**config.mk**
```make
export PLATFORM = sky130hd
export DESIGN_NAME = flex_down_counter
export DESIGN_NICKNAME = d
export VERILOG_FILES = /design/src/rtl/flex_counter_pkg.sv /design/src/rtl/flex_down_counter.sv
export SDC_FILE = /design/constraint.sdc
export NUM_CORES = 1
export LEC_CHECK = 0
export ABC_AREA = 1
export BUFFER_PORTS_ARGS = -buffer_cell sky130_fd_sc_hd__buf_4
export CORE_AREA = 5 5 42 44
export CTS_CLUSTER_DIAMETER = 80
export DETAILED_ROUTE_END_ITERATION = 8
export DIE_AREA = 0 0 47 49
export SYNTH_ARGS = -nofsm -noshare
export SYNTH_HDL_FRONTEND = slang
export SYNTH_SLANG_ARGS = --single-unit
```
**constraint.sdc**
```tcl
create_clock -name clk -period 2 [get_ports clk]
set_clock_uncertainty 0.05 [all_clocks]
set_input_delay 0 -clock clk [delete_from_list [all_inputs] [get_ports clk]]
set_output_delay 0 -clock clk [all_outputs]
set_load 0.1 [all_outputs]
```
**src/rtl/flex_counter_pkg.sv**
```systemverilog
// Shared types and defaults for the flex counter family.
package flex_counter_pkg;

    localparam int unsigned DEFAULT_CNT_BITS = 4;

    typedef enum logic [1:0] {
        IDLE = 2'b00,
        RUN  = 2'b01,
        DONE = 2'b10
    } state_t;

endpackage

```
**src/rtl/flex_down_counter.sv**
```systemverilog
// Loadable down-counter/timer with one-cycle done pulse and sticky zero flag.
// Define FLEX_DOWN_COUNTER_RELOAD_EN for periodic auto-reload on expiry.
module flex_down_counter
    import flex_counter_pkg::*;
#(
    parameter int unsigned NUM_CNT_BITS = DEFAULT_CNT_BITS
) (
    input  logic                    clk,
    input  logic                    n_rst,
    input  logic                    clear,
    input  logic                    load,
    input  logic [NUM_CNT_BITS-1:0] load_val,
    input  logic                    count_enable,
    output logic [NUM_CNT_BITS-1:0] count_out,
    output logic                    busy,
    output logic                    zero_flag,
    output logic                    done_pulse
);

    localparam logic [NUM_CNT_BITS-1:0] CNT_ZERO = NUM_CNT_BITS'(0);
    localparam logic [NUM_CNT_BITS-1:0] CNT_ONE  = NUM_CNT_BITS'(1);

    state_t                  state_q, state_d;
    logic [NUM_CNT_BITS-1:0] count_q, count_d;
    logic                    done_q,  done_d;

`ifdef FLEX_DOWN_COUNTER_RELOAD_EN
    logic [NUM_CNT_BITS-1:0] reload_q, reload_d;
`endif

    // Next-state: clear beats load beats count_enable.
    always_comb begin
        state_d = state_q;
        count_d = count_q;
        done_d  = 1'b0;
`ifdef FLEX_DOWN_COUNTER_RELOAD_EN
        reload_d = reload_q;
`endif
        if (clear) begin
            state_d = IDLE;
            count_d = CNT_ZERO;
`ifdef FLEX_DOWN_COUNTER_RELOAD_EN
            reload_d = CNT_ZERO;
`endif
        end else if (load) begin
            count_d = load_val;
`ifdef FLEX_DOWN_COUNTER_RELOAD_EN
            reload_d = load_val;
`endif
            if (load_val != CNT_ZERO) begin
                state_d = RUN;
            end else begin
                state_d = DONE;
                done_d  = 1'b1;
            end
        end else if ((state_q == RUN) && count_enable) begin
            if (count_q > CNT_ONE) begin
                count_d = count_q - CNT_ONE;
            end else begin
`ifdef FLEX_DOWN_COUNTER_RELOAD_EN
                count_d = reload_q;
                done_d  = 1'b1;
`else
                count_d = CNT_ZERO;
                state_d = DONE;
                done_d  = 1'b1;
`endif
            end
        end
    end

    always_ff @(posedge clk or negedge n_rst) begin
        if (!n_rst) begin
            state_q <= IDLE;
            count_q <= CNT_ZERO;
            done_q  <= 1'b0;
`ifdef FLEX_DOWN_COUNTER_RELOAD_EN
            reload_q <= CNT_ZERO;
`endif
        end else begin
            state_q <= state_d;
            count_q <= count_d;
            done_q  <= done_d;
`ifdef FLEX_DOWN_COUNTER_RELOAD_EN
            reload_q <= reload_d;
`endif
        end
    end

    assign count_out  = count_q;
    assign done_pulse = done_q;
    assign busy       = (state_q == RUN);
    assign zero_flag  = (state_q == DONE);

endmodule
```
=== Yosys cells after proc, flatten, opt, wreduce, memory -nomap -nowiden ===
Index checks and enable logic that the tools add are counted.

* Add/subtract/negate cells: 1
* Multipliers: 0
* Div/mod/pow operators: 0
* Magnitude comparators: 1
* Equality and inequality tests: 3
* Shift-type cells: 0
* Mux-type cells: 14
* Bitwise gates (word level): 0
* Reductions and logical operators: 4

{| class="wikitable"
|+ Operators with widths
! kind !! count
|-
| 4-bit 2-to-1 mux || 4
|-
| 2-bit 2-to-1 mux || 5
|-
| 1-bit 2-to-1 mux || 5
|-
| 4-bit by 1-bit > comparator with 1-bit output, second input constant || 1
|-
| 4-bit nonzero test || 1
|-
| 4-bit by 1-bit subtractor with 4-bit output, second input constant || 1
|-
| 3-bit inequality test, second input constant || 1
|-
| 3-bit nonzero test || 1
|-
| 2-bit by 1-bit == test with 1-bit output, second input constant || 1
|-
| 2-bit == test, second input constant || 1
|-
| 2-bit AND reduction || 1
|-
| 1-bit logical AND || 1
|}

* Bits in registers: 7
* Latch bits: 0
* Memory bits (writable): 0
* ROM bits: 0
* Word-level logic and storage cells: 26
* Memories: 0

=== Longest topological paths before layout ===
Gate-level depths: netlist of the first run.

* Word-level depth: 5
* Gate-level depth with buffers: 11
* Mapped depth without buffers: 11

=== Worst setup path before layout of the first run ===
OpenSTA, ideal clock, no wires.

* Path type: flip-flop to flip-flop
* From: reg count_q[0], in the netlist count_out[0]
* To: reg state_q[1]
* Arrival time: 1.837 ns
* Path slack: -0.004 ns
* Cell stages (with the launch flop): 11
* Buffers on the path: 0
* Cell sequence: dfrtp_1 inv_1 ha_1 inv_1 nand2_1 nand2_1 nand2_1 nand2_1 inv_1 nand3_2 nand2_1

* Cells in the longest elaborated chain, start to end: 3

{| class="wikitable"
|+ Ends and longest elaborated chain
! item !! RTL line !! RTL
|-
| start: declaration || flex_down_counter.sv:24 || <nowiki>logic [NUM_CNT_BITS-1:0] count_q, count_d;</nowiki>
|-
| start signal: assignment || flex_down_counter.sv:82 || <nowiki>count_q <= count_d;</nowiki>
|-
| 4-bit by 1-bit > comparator with 1-bit output || flex_down_counter.sv:57 || <nowiki>if (count_q > CNT_ONE) begin</nowiki>
|-
| 3-bit inequality test (no line) || n/a ||
|-
| 2-bit AND reduction (no line) || n/a ||
|-
| end signal: assignment || flex_down_counter.sv:81 || <nowiki>state_q <= state_d;</nowiki>
|-
| end: declaration || flex_down_counter.sv:23 || <nowiki>state_t state_q, state_d;</nowiki>
|}

Every way passes these cells.
A chain may end at the register's enable or synchronous reset.

=== Worst setup path in the final report of the first run ===
* From: reg count_q[0], in the netlist count_out[0]
* To: reg state_q[0]

The elaborated chain is that of the path after synthesis.

==> results by stage, run 1 <==
Outcome:
- The flow ran to the end, and the final reports show no timing, DRC or antenna violations.

Finish:
- For this run, the post-layout net count is roughly 100.
- The share of the core filled with cells in the final layout is 45.7%.
- The number of antenna diodes in the final layout is 0.
- The area growth from synthesis to layout is 39.1%.
- Cells with a size suffix above 1 make up roughly 27% of the layout.

Timing:
- The worst path meets setup with 0.601 ns of slack.
- Measured against its own limit, the worst slew margin works out to 81.4%.
- Setup repair after global routing left no endpoint under its margin.
- The final number of hold-violating endpoints is 0.
- The slew at the pin with the worst max-slew slack is ~0.28 ns.
- The maximum clock rate is approximately 0.71 GHz.
- The final worst-path cycle share is a little over two thirds.
- The setup TNS after final layout is 0 ns.
- The tightest hold path in the finished design has a slack of slightly above 0.03 ns.
- Setup violations remaining at the end of the flow were counted as 0.
- The smallest clock period supported by the final layout is computed as around 1.4 ns.
- The count of pins over their slew limit is 0.

Clock tree:
- The maximum level of the CTS H-tree is 1.
- The tree built by TritonCTS fans out to 7 sinks.
- Clock latency on the worst-skew pair, taken at its later pin, is roughly 0.24 ns.
- Buffers inserted during clock tree synthesis total 3.
- Clock-pin slew was measured on the worst setup and hold paths at 0.05 ns.
- The clock passes through at most 2 buffers.
- The root buffer cell is clkbuf_4.
- The clock tree from TritonCTS is done.

Power and ir drop:
- The total power is between 0.0004 and 0.0005 W.
- The leakage dissipation is ~0.39 nW.
- Across the VDD grid, the largest voltage drop is between 0.4 and 0.5 mV.
- Dividing total power by cell area gives a power density of about 760 mW/mm².

Worst setup path:
- The critical path is of the register to register type.
- STA classifies the critical path startpoint as a register.
- At the worst endpoint, the required time is about 2.1 ns.
- The maximum fanout encountered on the critical timing path is 5.
- Among the stages of the critical path, the cell type that occurs most often is nand2_1.
- STA classifies the critical path endpoint as a register.
- The cell with the biggest individual delay on the critical path is dfrtp_2.
- For flop-to-flop paths, the worst setup slack is 0.60 ns.
- The critical path goes through inv_1, ha_1, inv_1, nand2_1, nand2_1, nand2_1, nand2_1, nand2_1, a21oi_1.
- Among cell families on the critical path, the largest total delay comes from flip-flops.
- STA puts the critical path data arrival time at between 1.5 and 2 ns.
- Counting both buffers and inverters, the worst setup path holds a total of 2.
- For this run, the slowest stage of the critical path takes around 0.4 ns.

Synth:
- Counting distinct cell types in the post-synthesis netlist gives 14.
- Yosys attributes the largest share of cell area to dfrtp_1 (38%), nand2_1 (25%), inv_1 (9.8%).
- The average footprint of a synthesized cell is 6.58 µm².
- The synthesized cell area is 460 µm².
- Counting flops with an async set or reset pin after synthesis yields a share of 100%.
- Yosys printed 0 warnings.
- The synthesized design contains 0 enable-type register cells.
- The leading area contributor after synthesis is dfrtp_1.
- The synthesized design contains 7 register bits.
- Synthesis produced 70 cells.
- The share of the synthesized area in the top cell type is 38.0%.
- The commonest cells after synthesis are nand2_1 (31), inv_1 (12), dfrtp_1 (7).
- The proportion of synthesized chip area in sequential cells is a little under two fifths.
- Synthesis produced a netlist with a net count of 81.
- The most numerous cell in the Yosys netlist is nand2_1.
- The most used flip-flop cell after synthesis is dfrtp_1.

Floorplanning:
- The height of the die is between 40 and 50 µm.
- From left edge to right edge, the die measures about 47 µm.
- The die covers 0.00230 mm².
- The starting density of the core is between 30% and 40%.
- The number of placement rows is 14.
- The placeable core region is about 0.0014 mm².
- The number of primary I/O pins is 16.

Route:
- Across all layers, the routed design uses ~450 vias.
- After detailed routing, the number of vias per cell comes to ~4.2.
- After detailed routing, the number of remaining DRC violations is 0.
- Before antenna repair, the detailed router went through 2 iterations.
- The routed wire length per instance is roughly 9.1 µm.
- The DRC marker count from the first detailed-route iteration is 4.
- Wires add up to roughly 970 µm.
- The final antenna-violating net count is 0.

Placement:
- The global placer's final weighted congestion is between 0.7 and 0.8.
- After legalization and detailed placement, the total HPWL measured between 700 and 800 µm.
- The number of input and output port buffers inserted is 15.
- Timing analysis after detailed placement gives a worst setup slack of ~0.6 ns.

Min path:
- The path type of the worst min-delay path is primary input to register.

Global routing:
- In the global route stage, overall resource usage came out at approximately a tenth.
- The number of antenna violations at the first check in global routing is 0.
- Summed over all layers, the global routing overflow is 0.
- The via count of the first global-routing pass came to 424.
- The first-pass GRT wire length is ~1.7 mm.
- Entering global routing, the biggest net connects 8 pins.

Job:
- Max-cap violations in this run came to 0.
-- registers in the layout (all words and copies together) (netlist names) --
name and count:
state_q 2, count_out 4, done_pulse 1
-- layout make-up --
cell class / instances / area [µm²]
Multi-Input combinational cell: 49 / 233
Timing Repair Buffer: 17 / 133
Inverter: 14 / 52.6
Tap cell: 16 / 20.0
Sequential cell: 7 / 176
Fill cell: 160 / 761
Clock buffer: 4 / 26.3
-- kinds of logic (layout without fill, tap and decap cells) --
kind of cell | after synthesis | in the layout | synth area share [%]
DFF | 7 | 7 | 38.0
buffers and inverters | 14 | 35 | 11.4
adders and majority gates | 2 | 2 | 5.43
and+or+nand+nor | 42 | 42 | 38.9
xor gates and xnor gates | 1 | 1 | 1.90
AOI/OAI and AO/OA | 4 | 4 | 4.35
-- path summary, 6_finish.rpt --
| path | end | depth (start not counted) | start |
|---|---|---|---|
| min | count_out[3] | 5 | load_val[3] |
| max in group asynchronous | count_out[0] | 2 | n_rst |
| max reg2reg | state_q[0] | 9 | count_out[0] |
| min in group asynchronous | count_out[1] | 2 | n_rst |
| min reg2reg | count_out[1] | 2 | count_out[1] |
| max | state_q[0] | 9 | count_out[0] |
-- cells in the final DEF (no fill, tap or decap) --
cell type and instances:
dfrtp_1 6, nand2_1 31, nor2_2 1, a21oi_1 1, dfrtp_2 1, o21ai_0 3
nor2_1 5, nand3_2 1, inv_1 12, ha_1 2, clkbuf_1 1, nand3_1 2
nand2_2 1, inv_2 2, xnor2_1 1, dlygate4sd3_1 2, clkbuf_4 3, nor2_4 1
buf_4 15
-- what timing repair did --
item | CTS | global route
endpoints found under the hold margin | 12 | 0
setup buffers | 0 | 0
gates resized for setup | 0 | 0
setup endpoints to repair | 0 | 0
hold buffers | 2 | 0
-- worst reg2reg max path, cell delays in order, from the launching register on --
cell	delay [ns]
dfrtp_2	0.40
inv_1	0.08
ha_1	0.22
inv_1	0.06
nand2_1	0.04
nand2_1	0.05
nand2_1	0.09
nand2_1	0.12
nand2_1	0.06
a21oi_1	0.15
-- stage by stage --
stage / std cells / cell area, µm²
after floorplan: 70 / 462
after global placement: 101 / 594
final: 107 / 641
after global routing: 107 / 641
after CTS: 107 / 641
after detailed placement: 101 / 594
-- routing by layer --
metal	up-vias	global-route usage (%)	part of all wire, %
li1	247	-	-
met1	192	13.5	46
met2	8	13.6	45
met3	2	1.85	7.6
met4	0	8.29	1.4
met5	-	0	0
-- power by group --
group          switching, W  internal, W
sequential        0.0000122     0.000154
clock             0.0000465    0.0000758
combinational      0.000144    0.0000558
Power figures use the tool's default switching activity.
==> inputs of run 2 (changes only) <==
==> constraint.sdc (replaced) <==
create_clock -name clk -period 1.4 [get_ports clk]
set_clock_uncertainty 0.05 [all_clocks]
set_input_delay 0 -clock clk [delete_from_list [all_inputs] [get_ports clk]]
set_output_delay 0 -clock clk [all_outputs]
set_load 0.1 [all_outputs]
==> results by stage, run 2 (synthesized netlist as in run 1, its figures left out) <==
Global routing:
- The via count of the first global-routing pass was 495 (was 424).
- The met3 track demand over resource is 6.64% (was 1.85%).
- The routing layer with the top usage in global route is met2 (unchanged).
- The total overflow reported by the global router is 0 (unchanged).
- The met1 track utilization from global routing was 13.6% (was 13.5%).
- The met2 track utilization from global routing came to 19.7% (was 13.6%).
- The total routing resource utilization after global routing is 12.2% (was 10.1%).
- The number of antenna violations at the first check in global routing is 0 (unchanged).
- The largest net degree at the start of global routing is 8 (unchanged).
- The first-pass GRT wire length is 2.00 mm (was 1.69 mm).

Timing:
- The final number of hold-violating endpoints is 0 (unchanged).
- The final worst-path cycle share came to 97.7% (was 69.9%).
- The worst hold slack after final layout is 0.0358 ns (was 0.0311 ns).
- The minimum period implied by the final worst setup slack is 1.37 ns (was 1.40 ns).
- The count of pins over their slew limit is 0 (unchanged).
- Unrepaired setup endpoints after global routing: yes (was no).
- The setup TNS after final layout is 0 ns (unchanged).
- The maximum clock rate is 0.731 GHz (was 0.715 GHz).
- The total setup violations reported at the end of the flow was 0 (unchanged).
- The slew at the pin with the worst max-slew slack is 0.286 ns (was 0.281 ns).
- The relative slew slack is 81.1% (was 81.4%).

Worst setup path:
- The sort of element at the end of the critical path is a register (unchanged).
- The data arrival time at the worst-slack endpoint is 1.46 ns (was 1.51 ns).
- The sort of element at the start of the critical path is a register (unchanged).
- The category of the critical setup timing path was register to register (unchanged).
- The data required time at the worst endpoint is 1.49 ns (was 2.11 ns).
- The maximum fanout encountered on the critical timing path is 5 (unchanged).

Placement:
- The number of input and output port buffers inserted is 15 (unchanged).
- The global placer's final weighted congestion is 0.754 (was 0.747).
- The estimated wirelength of the detail-placed design came to 908 µm (was 798 µm).
- The standard cell area after detailed placement was 643 µm² (was 594 µm²).

Route:
- The per-cell via count in the routed design is 4.47 (was 4.20).
- The number of design rule violations left after detail routing is 0 (unchanged).
- The DRC marker count from the first detailed-route iteration is 8 (was 4).
- The final wirelength is 1.17 mm (was 970 µm).
- The routed wire length per instance is 10.6 µm (was 9.07 µm).
- The vias after detailed routing is 496 (was 449).
- The final antenna-violating net count is 0 (unchanged).
- The number of search-and-repair iterations in the first detailed-routing pass is 4 (was 2).

Finish:
- The final antenna diode count came to 0 (unchanged).
- The storage element area is 185 µm² (was 176 µm²).
- The fraction of layout instances using a drive strength above 1 is 46.3% (was 27.5%).
- The area taken by multi-input logic gates is 278 µm² (was 233 µm²).
- The summed area of non-filler cells in the final layout was 729 µm² (was 641 µm²).
- The area growth from synthesis to layout is 58.4% (was 39.1%).
- The total number of nets in the final design is 107 (was 103).
- Most frequent cells in the layout: nand2_1 (29), buf_4 (19), inv_1 (7) (was nand2_1 (31), buf_4 (15), inv_1 (12)).
- The number of flip-flops in the largest register is 4 (unchanged).
- The leading cell type in the layout, fill and taps excluded is nand2_1 (unchanged).
- The count of filler cells inserted in the layout was 159 (was 160).

Clock tree:
- The clock-pin slew reported for the worst setup and hold paths after clock tree synthesis is 0.05 ns (about the same).
- The maximum level of the CTS H-tree is 1 (unchanged).
- The clock latency on the worst-skew pair was 0.25 ns (was 0.24 ns).
- The number of setup buffers added after CTS is 0 (unchanged).
- The clock tree from TritonCTS is done (unchanged).
- The clock sink count is 7 (unchanged).
- The root buffer cell is clkbuf_4 (unchanged).
- The total CTS buffers was 3 (unchanged).
- The maximum clock path buffer count came to 2 (unchanged).

Floorplanning:
- The number of primary I/O pins is 16 (unchanged).
- The area enclosed by the die boundary is 0.00230 mm² (unchanged).
- The horizontal extent of the die is 47 µm (unchanged).
- The placeable core region was 0.00140 mm² (unchanged).
- The number of placement rows is 14 (unchanged).
- The starting density of the core is 32.9% (unchanged).
- The height of the die is 49 µm (unchanged).

Power and ir drop:
- The proportion of power drawn by the clock network is 24.2% (was 25.1%).
- The net switching power came to 0.000327 W (was 0.000202 W).
- The combinational share of power is 43.8% (was 40.9%).
- The total power is 0.000766 W (was 0.000488 W).
- The switching power as a share of total power is 42.7% (was 41.5%).
- The total power per unit cell area is 1050 mW/mm² (was 761 mW/mm²).
- The peak supply drop is 0.656 mV (was 0.416 mV).
- The proportion of power drawn by flip-flops and latches was 32.0% (was 34.1%).
- The internal power was 0.000439 W (was 0.000285 W).
- The leakage dissipation is 0.402 nW (was 0.386 nW).

Min path:
- The path type of the worst min-delay path was primary input to register (unchanged).

Job:
- The number of max-capacitance violations reported came to 0 (unchanged).

Outcome:
- Status: finished clean (unchanged).
==> run 2: cell types whose count changed in the layout (fill, tap and decap cells not counted), moves of 2 or more <==
cell,before,now
o21ai_1,0,2
ha_1,2,0
inv_4,0,2
o21ai_0,3,0
buf_4,15,19
dfrtp_4,0,2
inv_2,2,5
inv_1,12,7
nand2_2,1,3
nand2_1,31,29
ha_4,0,2
dfrtp_1,6,3
==> run 2: repair_timing <==
item / CTS / global route
cloned: 0 / 0
resized for setup: 1 / 14
hold buffers: 2 / 0
hold endpoints to repair: 12 / 0
setup endpoints to repair: 1 / 7
pin swaps: 0 / 5
==> run 2: metrics by stage <==
stage / util, % / instances / setup WS (ns)
after floorplan: - / 70 / -0.146
after global placement: 45.9 / 105 / 0.0196
after detailed placement: 45.9 / 105 / 0.0134
after CTS: 49.4 / 111 / 0.0308
after global routing: 52.1 / 111 / -0.0907
final: 52.1 / 111 / 0.0326
==> run 2: layer usage <==
layer  vias up  wire length [µm]
li1        257                 -
met1       224               465
met2        15               617
met3         0                90
met4         0                 0
met5         -                 0
==> run 2: critical path, stage by stage, from the launching register on <==
cell and delay [ns]:
dfrtp_4 0.51, inv_4 0.08, ha_4 0.12, inv_2 0.02, nand2_1 0.04, nand2_1 0.05, nand2_2 0.13, inv_2 0.04
nand2_1 0.05, nand2_1 0.05, nand2_1 0.06, nand2_1 0.05
==> run 2: area by class of cell <==
type                            count  share of cell area [%]
Multi-Input combinational cell     49                    38.1
Sequential cell                     7                    25.4
Clock buffer                        4                    3.60
Tap cell                           16                    2.74
Timing Repair Buffer               21                    22.3
Inverter                           14                    7.89
==> run 2: power groups by stage <==
stage | clock, W | sequential (W) | combinational [W]
2_1_floorplan | 0 | 0.000330 | 0.000130
3_3_place_gp | 0 | 0.000244 | 0.000305
3_5_place_dp | 0 | 0.000245 | 0.000307
4_1_cts | 0.000195 | 0.000242 | 0.000315
5_1_grt | 0.000210 | 0.000248 | 0.000365
6_report | 0.000185 | 0.000245 | 0.000336
==> run 2: path summary, 6_finish.rpt <==
kind | start | endpoint | depth (start not counted) | slack [ns]
setup / recovery | count_out[0] | count_out[3] | 11 | 0.03
setup reg to reg | count_out[0] | count_out[3] | 11 | 0.03
hold reg to reg | count_out[2] | count_out[2] | 2 | 0.50
min in group asynchronous | n_rst | count_out[3] | 2 | 0.05
hold / removal | load_val[3] | count_out[3] | 5 | 0.04
max in group asynchronous | n_rst | count_out[1] | 2 | 1.11
